[src/rtl/daq_pkg.sv]
// Shared constants, FSM state type and tag-counting helper for the DAQ buffer reader.
package daq_pkg;

  localparam int DAQ_ADDR_W = 15;
  localparam int DAQ_DATA_W = 32;
  localparam int DAQ_RD_LAT = 2;
  localparam int DAQ_TAG_N  = DAQ_RD_LAT + 1;

  typedef enum logic [1:0] {
    ST_IDLE  = 2'd0,
    ST_FETCH = 2'd1,
    ST_DRAIN = 2'd2
  } daq_state_e;

  // Number of reads still travelling through the buffer read pipeline.
  function automatic logic [3:0] tag_count(input logic [DAQ_TAG_N-1:0] tags);
    logic [3:0] n;
    n = 4'd0;
    for (int i = 0; i < DAQ_TAG_N; i++) begin
      n = n + {3'd0, tags[i]};
    end
    return n;
  endfunction

endpackage

[src/rtl/daq_rd_fifo.sv]
// Output FIFO with a registered head word; an empty FIFO presents a write on the next cycle.
module daq_rd_fifo #(
  parameter int WIDTH = 33,
  parameter int DEPTH = 8
) (
  input  logic                   clk,
  input  logic                   rst,
  input  logic                   flush,
  input  logic                   wr_en,
  input  logic [WIDTH-1:0]       wr_data,
  input  logic                   rd_en,
  output logic [WIDTH-1:0]       rd_data,
  output logic                   rd_valid,
  output logic [$clog2(DEPTH):0] occupancy
);

  localparam int PW = $clog2(DEPTH);
  localparam int OW = PW + 1;

  logic [WIDTH-1:0] mem_r [DEPTH];
  logic [OW-1:0]    wr_ptr_r;
  logic [OW-1:0]    rd_ptr_r;
  logic [WIDTH-1:0] out_data_r;
  logic             out_valid_r;
  logic [OW-1:0]    occ_r;
  logic             pop_s;
  logic             refill_s;
  logic             store_empty_s;
  logic             store_wr_s;

  // Head register reloads when empty or consumed; writes bypass storage when it is empty.
  always_comb begin
    pop_s         = out_valid_r & rd_en;
    refill_s      = ~out_valid_r | pop_s;
    store_empty_s = (wr_ptr_r == rd_ptr_r);
    store_wr_s    = wr_en & ~flush & ~(refill_s & store_empty_s);
  end

  // Storage array write port.
  always_ff @(posedge clk) begin
    if (store_wr_s) begin
      mem_r[wr_ptr_r[PW-1:0]] <= wr_data;
    end
  end

  // Pointers, occupancy and head register.
  always_ff @(posedge clk or posedge rst) begin
    if (rst) begin
      wr_ptr_r    <= OW'(1'b0);
      rd_ptr_r    <= OW'(1'b0);
      out_data_r  <= WIDTH'(1'b0);
      out_valid_r <= 1'b0;
      occ_r       <= OW'(1'b0);
    end else if (flush) begin
      wr_ptr_r    <= OW'(1'b0);
      rd_ptr_r    <= OW'(1'b0);
      out_data_r  <= WIDTH'(1'b0);
      out_valid_r <= 1'b0;
      occ_r       <= OW'(1'b0);
    end else begin
      occ_r <= occ_r + OW'(wr_en) - OW'(pop_s);
      if (store_wr_s) begin
        wr_ptr_r <= wr_ptr_r + OW'(1'b1);
      end
      if (refill_s) begin
        if (!store_empty_s) begin
          out_data_r  <= mem_r[rd_ptr_r[PW-1:0]];
          out_valid_r <= 1'b1;
          rd_ptr_r    <= rd_ptr_r + OW'(1'b1);
        end else if (wr_en) begin
          out_data_r  <= wr_data;
          out_valid_r <= 1'b1;
        end else begin
          out_valid_r <= 1'b0;
        end
      end
    end
  end

  assign rd_data   = out_data_r;
  assign rd_valid  = out_valid_r;
  assign occupancy = occ_r;

endmodule

[src/rtl/daq_buffer_reader.sv]
// Reads an event from a 2-cycle-latency buffer and streams it out with valid/ready,
// using credit accounting so the output FIFO can never overflow.
module daq_buffer_reader
  import daq_pkg::*;
#(
  parameter int ADDR_W     = DAQ_ADDR_W,
  parameter int DATA_W     = DAQ_DATA_W,
  parameter int FIFO_DEPTH = 8
) (
  input  logic              clk,
  input  logic              rst,
  input  logic              start,
  input  logic [ADDR_W-1:0] start_addr,
  input  logic [ADDR_W:0]   word_count,
  input  logic              abort,
  output logic [ADDR_W-1:0] buf_addr,
  input  logic [DATA_W-1:0] buf_dout,
  output logic [DATA_W-1:0] dout,
  output logic              dout_valid,
  input  logic              dout_ready,
  output logic              dout_last,
  output logic              busy,
  output logic              done
);

  localparam int CNT_W = ADDR_W + 1;
  localparam int OCC_W = $clog2(FIFO_DEPTH) + 1;
  localparam int USE_W = OCC_W + 4;

  daq_state_e           state_r;
  logic [ADDR_W-1:0]    buf_addr_r;
  logic [CNT_W-1:0]     rem_r;
  logic                 busy_r;
  logic                 done_r;
  logic [DAQ_TAG_N-1:0] tag_v_r;
  logic [DAQ_TAG_N-1:0] tag_last_r;
  logic                 issue_s;
  logic                 issue_last_s;
  logic                 credit_ok_s;
  logic                 accept_last_s;
  logic [USE_W-1:0]     used_s;
  logic [OCC_W-1:0]     occupancy_s;
  logic                 fifo_valid_s;
  logic [DATA_W:0]      fifo_data_s;

  // Issue decision: a read counts against the FIFO from the moment its address is presented.
  always_comb begin
    used_s        = USE_W'(occupancy_s) + USE_W'(tag_count(tag_v_r));
    credit_ok_s   = (used_s < USE_W'(FIFO_DEPTH));
    accept_last_s = fifo_valid_s & dout_ready & fifo_data_s[DATA_W];
    issue_s       = 1'b0;
    issue_last_s  = 1'b0;
    if (abort) begin
      issue_s      = 1'b0;
      issue_last_s = 1'b0;
    end else begin
      case (state_r)
        ST_IDLE: begin
          if (start && (word_count != CNT_W'(1'b0))) begin
            issue_s      = 1'b1;
            issue_last_s = (word_count == CNT_W'(1'b1));
          end else begin
            issue_s = 1'b0;
          end
        end
        ST_FETCH: begin
          if ((rem_r != CNT_W'(1'b0)) && credit_ok_s) begin
            issue_s      = 1'b1;
            issue_last_s = (rem_r == CNT_W'(1'b1));
          end else begin
            issue_s = 1'b0;
          end
        end
        default: issue_s = 1'b0;
      endcase
    end
  end

  // Control FSM with registered address, busy and done.
  always_ff @(posedge clk or posedge rst) begin
    if (rst) begin
      state_r    <= ST_IDLE;
      buf_addr_r <= ADDR_W'(1'b0);
      rem_r      <= CNT_W'(1'b0);
      busy_r     <= 1'b0;
      done_r     <= 1'b0;
    end else begin
      done_r <= 1'b0;
      if (abort) begin
        state_r <= ST_IDLE;
        busy_r  <= 1'b0;
      end else begin
        case (state_r)
          ST_IDLE: begin
            if (start && (word_count == CNT_W'(1'b0))) begin
              done_r <= 1'b1;
            end else if (start) begin
              buf_addr_r <= start_addr;
              rem_r      <= word_count - CNT_W'(1'b1);
              state_r    <= ST_FETCH;
              busy_r     <= 1'b1;
            end
          end
          ST_FETCH: begin
            if (rem_r == CNT_W'(1'b0)) begin
              state_r <= ST_DRAIN;
            end else if (issue_s) begin
              buf_addr_r <= buf_addr_r + ADDR_W'(1'b1);
              rem_r      <= rem_r - CNT_W'(1'b1);
              if (rem_r == CNT_W'(1'b1)) begin
                state_r <= ST_DRAIN;
              end
            end
          end
          ST_DRAIN: begin
            if (accept_last_s) begin
              state_r <= ST_IDLE;
              busy_r  <= 1'b0;
              done_r  <= 1'b1;
            end
          end
          default: begin
            state_r <= ST_IDLE;
            busy_r  <= 1'b0;
          end
        endcase
      end
    end
  end

  // Tag pipeline: the oldest stage lines up with buf_dout of the matching address.
  always_ff @(posedge clk or posedge rst) begin
    if (rst) begin
      tag_v_r    <= DAQ_TAG_N'(1'b0);
      tag_last_r <= DAQ_TAG_N'(1'b0);
    end else if (abort) begin
      tag_v_r    <= DAQ_TAG_N'(1'b0);
      tag_last_r <= DAQ_TAG_N'(1'b0);
    end else begin
      tag_v_r    <= {tag_v_r[DAQ_TAG_N-2:0], issue_s};
      tag_last_r <= {tag_last_r[DAQ_TAG_N-2:0], issue_last_s};
    end
  end

  daq_rd_fifo #(
    .WIDTH(DATA_W + 1),
    .DEPTH(FIFO_DEPTH)
  ) u_fifo (
    .clk      (clk),
    .rst      (rst),
    .flush    (abort),
    .wr_en    (tag_v_r[DAQ_RD_LAT]),
    .wr_data  ({tag_last_r[DAQ_RD_LAT], buf_dout}),
    .rd_en    (dout_ready),
    .rd_data  (fifo_data_s),
    .rd_valid (fifo_valid_s),
    .occupancy(occupancy_s)
  );

  assign buf_addr   = buf_addr_r;
  assign dout       = fifo_data_s[DATA_W-1:0];
  assign dout_last  = fifo_data_s[DATA_W];
  assign dout_valid = fifo_valid_s;
  assign busy       = busy_r;
  assign done       = done_r;

endmodule

[config.mk]
export PLATFORM = sky130hd
export DESIGN_NAME = daq_buffer_reader
export DESIGN_NICKNAME = d
export VERILOG_FILES = /design/src/rtl/daq_pkg.sv /design/src/rtl/daq_rd_fifo.sv /design/src/rtl/daq_buffer_reader.sv
export SDC_FILE = /design/constraint.sdc
export NUM_CORES = 1
export LEC_CHECK = 0
export CAP_MARGIN = 10
export CORE_UTILIZATION = 55
export CTS_BUF_LIST = sky130_fd_sc_hd__clkbuf_2
export DETAILED_ROUTE_END_ITERATION = 7
export DONT_BUFFER_PORTS = 1
export GPL_TIMING_DRIVEN = 1
export PLACE_DENSITY_LB_ADDON = 0.2
export SLEW_MARGIN = 20
export SYNTH_ARGS = -nofsm -noshare
export SYNTH_HDL_FRONTEND = slang
export SYNTH_SLANG_ARGS = --single-unit
[constraint.sdc]
create_clock -name clk -period 4.1 [get_ports clk]
set_input_delay 0.82 -clock clk [delete_from_list [all_inputs] [get_ports clk]]
set_output_delay 0.82 -clock clk [all_outputs]
set_load 0.01 [all_outputs]
==> flow_metrics.py <==
metrics = {
    "run_status": {
        "run_status": "complete, but fails checks",
        "violations": "DRC",
    },
    "worst_setup_path": {
        "r2r_slack_ns": 0.92,
        "cp.required_ns": 4.87,
        "endpoint_kind": "register",
        "arrival_ns": 3.95,
        "rr_endpoint": "rem_r[0]$_DFFE_PP0P_",
        "worstPathCellList": "fa_1 > ha_1 > a31oi_1 > nor4_1 > a211oi_1 > o21ai_4 > nand2_8 > inv_4 > o21ai_0 > a22o_1",
        "reg2regPathDepth": 10,
        "cp_max_fo": 28,
        "critPathKind": "reg2reg",
        "crit_path_top_delay_cell": "o21ai_4",
        "cp_top_family": "compound AO/OA/AOI/OAI gates",
        "worstReg2RegStart": "tag_v_r[0]$_DFF_PP0_",
        "start_kind": "register",
        "crit_path_max_incr_delay_ns": 0.74,
        "crit_buf_inv": 1,
    },
    "yosys": {
        "synth_top_area_frac": 0.534,
        "ys_top_cells_by_area": "edfxtp_1 53%, dfrtp_1 15%, mux4_2 10%",
        "synthCells": 957,
        "async_reset_ff_frac": 0.248,
        "syn_nets": 1040,
        "synth_area_sq_mm": 0.0148,
        "yosysWarningCount": 0,
        "synthFlopType": "edfxtp_1",
        "avgSynthCellArea_sq_um": 15.5,
        "synth_seq_cells": 351,
        "synth_edf_count": 264,
        "synth_top_area_cell": "edfxtp_1",
        "synth-seq-area-share": 0.681,
        "synth_cell_types": 54,
    },
    "flow_run": {
        "drv_cap": 0,
    },
    "global_routing": {
        "antenna_found_initial": 1,
        "grt_max_degree": 70,
        "met3_usage": 0.0627,
        "grt_use_total": 0.234,
        "grt_most_used_layer": "met2",
        "met2_usage": 0.383,
        "overflow": 0,
        "grt_pass1_vias": 9265,
        "grt_pass1_wl_microns": 49800,
        "grt_util_met1": 0.306,
    },
    "power_and_ir_drop": {
        "p_leak_nw": 5.60,
        "irDropWorstVdd_mv": 0.249,
        "powerDensity_mw_per_mm2": 475,
    },
    "clock_tree": {
        "cts.sinks": 351,
        "clock_latency_ns": 0.90,
        "cts_tree": "built",
        "clock-root-buffer": "clkbuf_2",
        "htree_levels": 3,
        "clockBufferDepth": 3,
        "clk_pin_slew_ns": 0.10,
        "cts_made_buffers": 90,
        "cts.repair.resized": 0,
    },
    "detailed_routing": {
        "drc": 3,
        "drt.antenna.violating_nets": 0,
        "routed_via_density": 5.98,
        "first_pass_iters": 8,
        "drtIter0Drc": 586,
        "wl_per_cell_microns": 21.4,
        "wl_microns": 31200,
        "via_count": 8742,
    },
    "floorplan": {
        "die_x_microns": 166,
        "core.rowCount": 59,
        "pin_count": 119,
        "die_h_microns": 166,
        "die_area_sq_mm": 0.0276,
        "start_util": 0.565,
        "core-area_sq_mm": 0.0263,
    },
    "finish": {
        "drive_above_1_share": 0.222,
        "nets": 1136,
        "syn2layout_area_growth_pct": 11.1,
        "fin_cells": 1461,
    },
    "worst_hold_path": {
        "holdPathStages": 1,
        "hp-start": "abort",
        "hold_path.class": "in2reg",
        "hold_end": "tag_v_r[2]$_DFF_PP0_",
    },
    "sta": {
        "setup_viol": 0,
        "slew_headroom": 0.294,
        "setup_tns_ns": 0,
        "worst_pin_slew_ns": 1.06,
        "hold_viol_final": 0,
        "period_share": 0.776,
        "timing.final.crit_period_ns": 3.18,
        "rsz0062_at_grt": "false",
        "final_max_slew_viol_count": 0,
        "finClkSkew_ns": 0.112,
        "max_freq_mhz": 314,
    },
    "placement": {
        "place_hpwl_microns": 17000,
        "place_congestion": 0.835,
        "dp.cells": 1259,
        "io_buffers": 0,
    },
}
[worst register-to-register path, delay by kind of cell, from the launching register on]
kind | cells | cell delay, ns
AOI/OAI and AO/OA | 5 | 1.34
adders and majority gates | 2 | 0.72
buffers and inverters | 1 | 0.28
DFF | 1 | 0.42
and+or+nand+nor | 2 | 0.31
[cells in the final DEF, fill, tap and decap left out, types with 18 or more instances in the layout]
master / count
buf_4: 19
nand3_1: 24
o21ai_0: 50
edfxtp_1: 264
nand2_1: 77
dfrtp_1: 84
clkinv_1: 25
nor3_1: 18
nor2_1: 44
mux4_2: 66
dlygate4sd3_1: 37
clkbuf_2: 132
o2bb2ai_1: 40
a21oi_1: 51
mux2i_1: 37
[metrics by stage]
| stage | hold WS [ns] | cell area [sq um] | utilization | setup WS [ns] | power (W) |
|---|---|---|---|---|---|
| 3_3_place_gp | 0.441 | 15300 | 0.583 | 1.03 | 0.00556 |
| 4_1_cts | 0.00133 | 16500 | 0.627 | 0.932 | 0.00793 |
| 3_5_place_dp | 0.447 | 15300 | 0.583 | 0.944 | 0.00559 |
| 6_report | 0.0922 | 16500 | 0.628 | 0.917 | 0.00784 |
| 2_1_floorplan | 0.439 | 14900 | - | 0.657 | 0.00530 |
| 5_1_grt | -0.0000253 | 16500 | 0.628 | 0.669 | 0.00827 |
[timing repair]
item                      CTS  global route
hold buffers               36             1
buffers inserted            0             0
hold endpoints to repair  307             3
[cell type report]
class | instances | area (sq um)
flip-flops and latches | 351 | 10100
fillers | 2005 | 9790
well taps | 335 | 419
clock buffers | 132 | 661
repair buffers | 59 | 573
inverters | 16 | 65.1
clock inverters | 32 | 133
multi-input cells | 535 | 4530
diodes | 1 | 2.50
[cell usage after synthesis, types with 10 or more instances]
cell type	count
a22o_1	10
a21oi_1	51
clkbuf_1	35
nand2_1	77
ha_1	13
edfxtp_1	264
xnor2_1	14
nand3_1	24
inv_1	15
dfrtp_1	87
buf_2	12
mux4_2	66
mux2i_1	37
nor2_1	51
o21ai_0	50
nor3_1	20
o2bb2ai_1	40
nor2b_1	10
xor2_1	10
[logic make-up (layout without fill, tap and decap cells)]
logic type / count (synthesis) / after routing / synth area share
and+or+nand+nor: 214 / 214 / 0.0688
xor gates and xnor gates: 24 / 24 / 0.0142
DFF: 351 / 351 / 0.681
adders and majority gates: 15 / 15 / 0.0137
muxes: 103 / 103 / 0.125
buffers and inverters: 71 / 239 / 0.0196
other: 0 / 1 / 0
AOI/OAI and AO/OA: 179 / 179 / 0.0778
[worst max path at each step]
stage                                               to            startpoint  slack, ns  cells past startpoint
after detailed placement       buf_addr[0]$_DFFE_PP0P_         word_count[1]       0.94                      9
after global routing              rem_r[0]$_DFFE_PP0P_  tag_v_r[0]$_DFF_PP0_       0.67                     10
after floorplan           u_fifo.mem_r[4][0]$_DFFE_PP_            dout_ready       0.66                      4
after CTS                         rem_r[0]$_DFFE_PP0P_  tag_v_r[0]$_DFF_PP0_       0.93                     10
final                             rem_r[0]$_DFFE_PP0P_  tag_v_r[0]$_DFF_PP0_       0.92                     10
after global placement            rem_r[0]$_DFFE_PP0P_  tag_v_r[0]$_DFF_PP0_       1.03                     10
[flip-flops by register name (all words and copies together), names as in the netlist, 4 cells and up]
register / count
buf_addr: 15
u_fifo.rd_ptr_r: 4
rem_r: 16
u_fifo.wr_ptr_r: 4
u_fifo.rd_data: 33
u_fifo.occupancy: 4
u_fifo.mem_r: 264
[layer usage]
metal / vias up / part of all wire
met4: 0 / 0.018
met3: 56 / 0.060
met5: - / 0
met1: 4439 / 0.43
li1: 3985 / -
met2: 262 / 0.49
[where the power goes]
group	switching, W	total (W)	internal, W
Combinational	0.000699	0.00125	0.000550
Clock	0.00140	0.00227	0.000869
Sequential	0.000293	0.00432	0.00402
(Power assumes the default switching activity.)
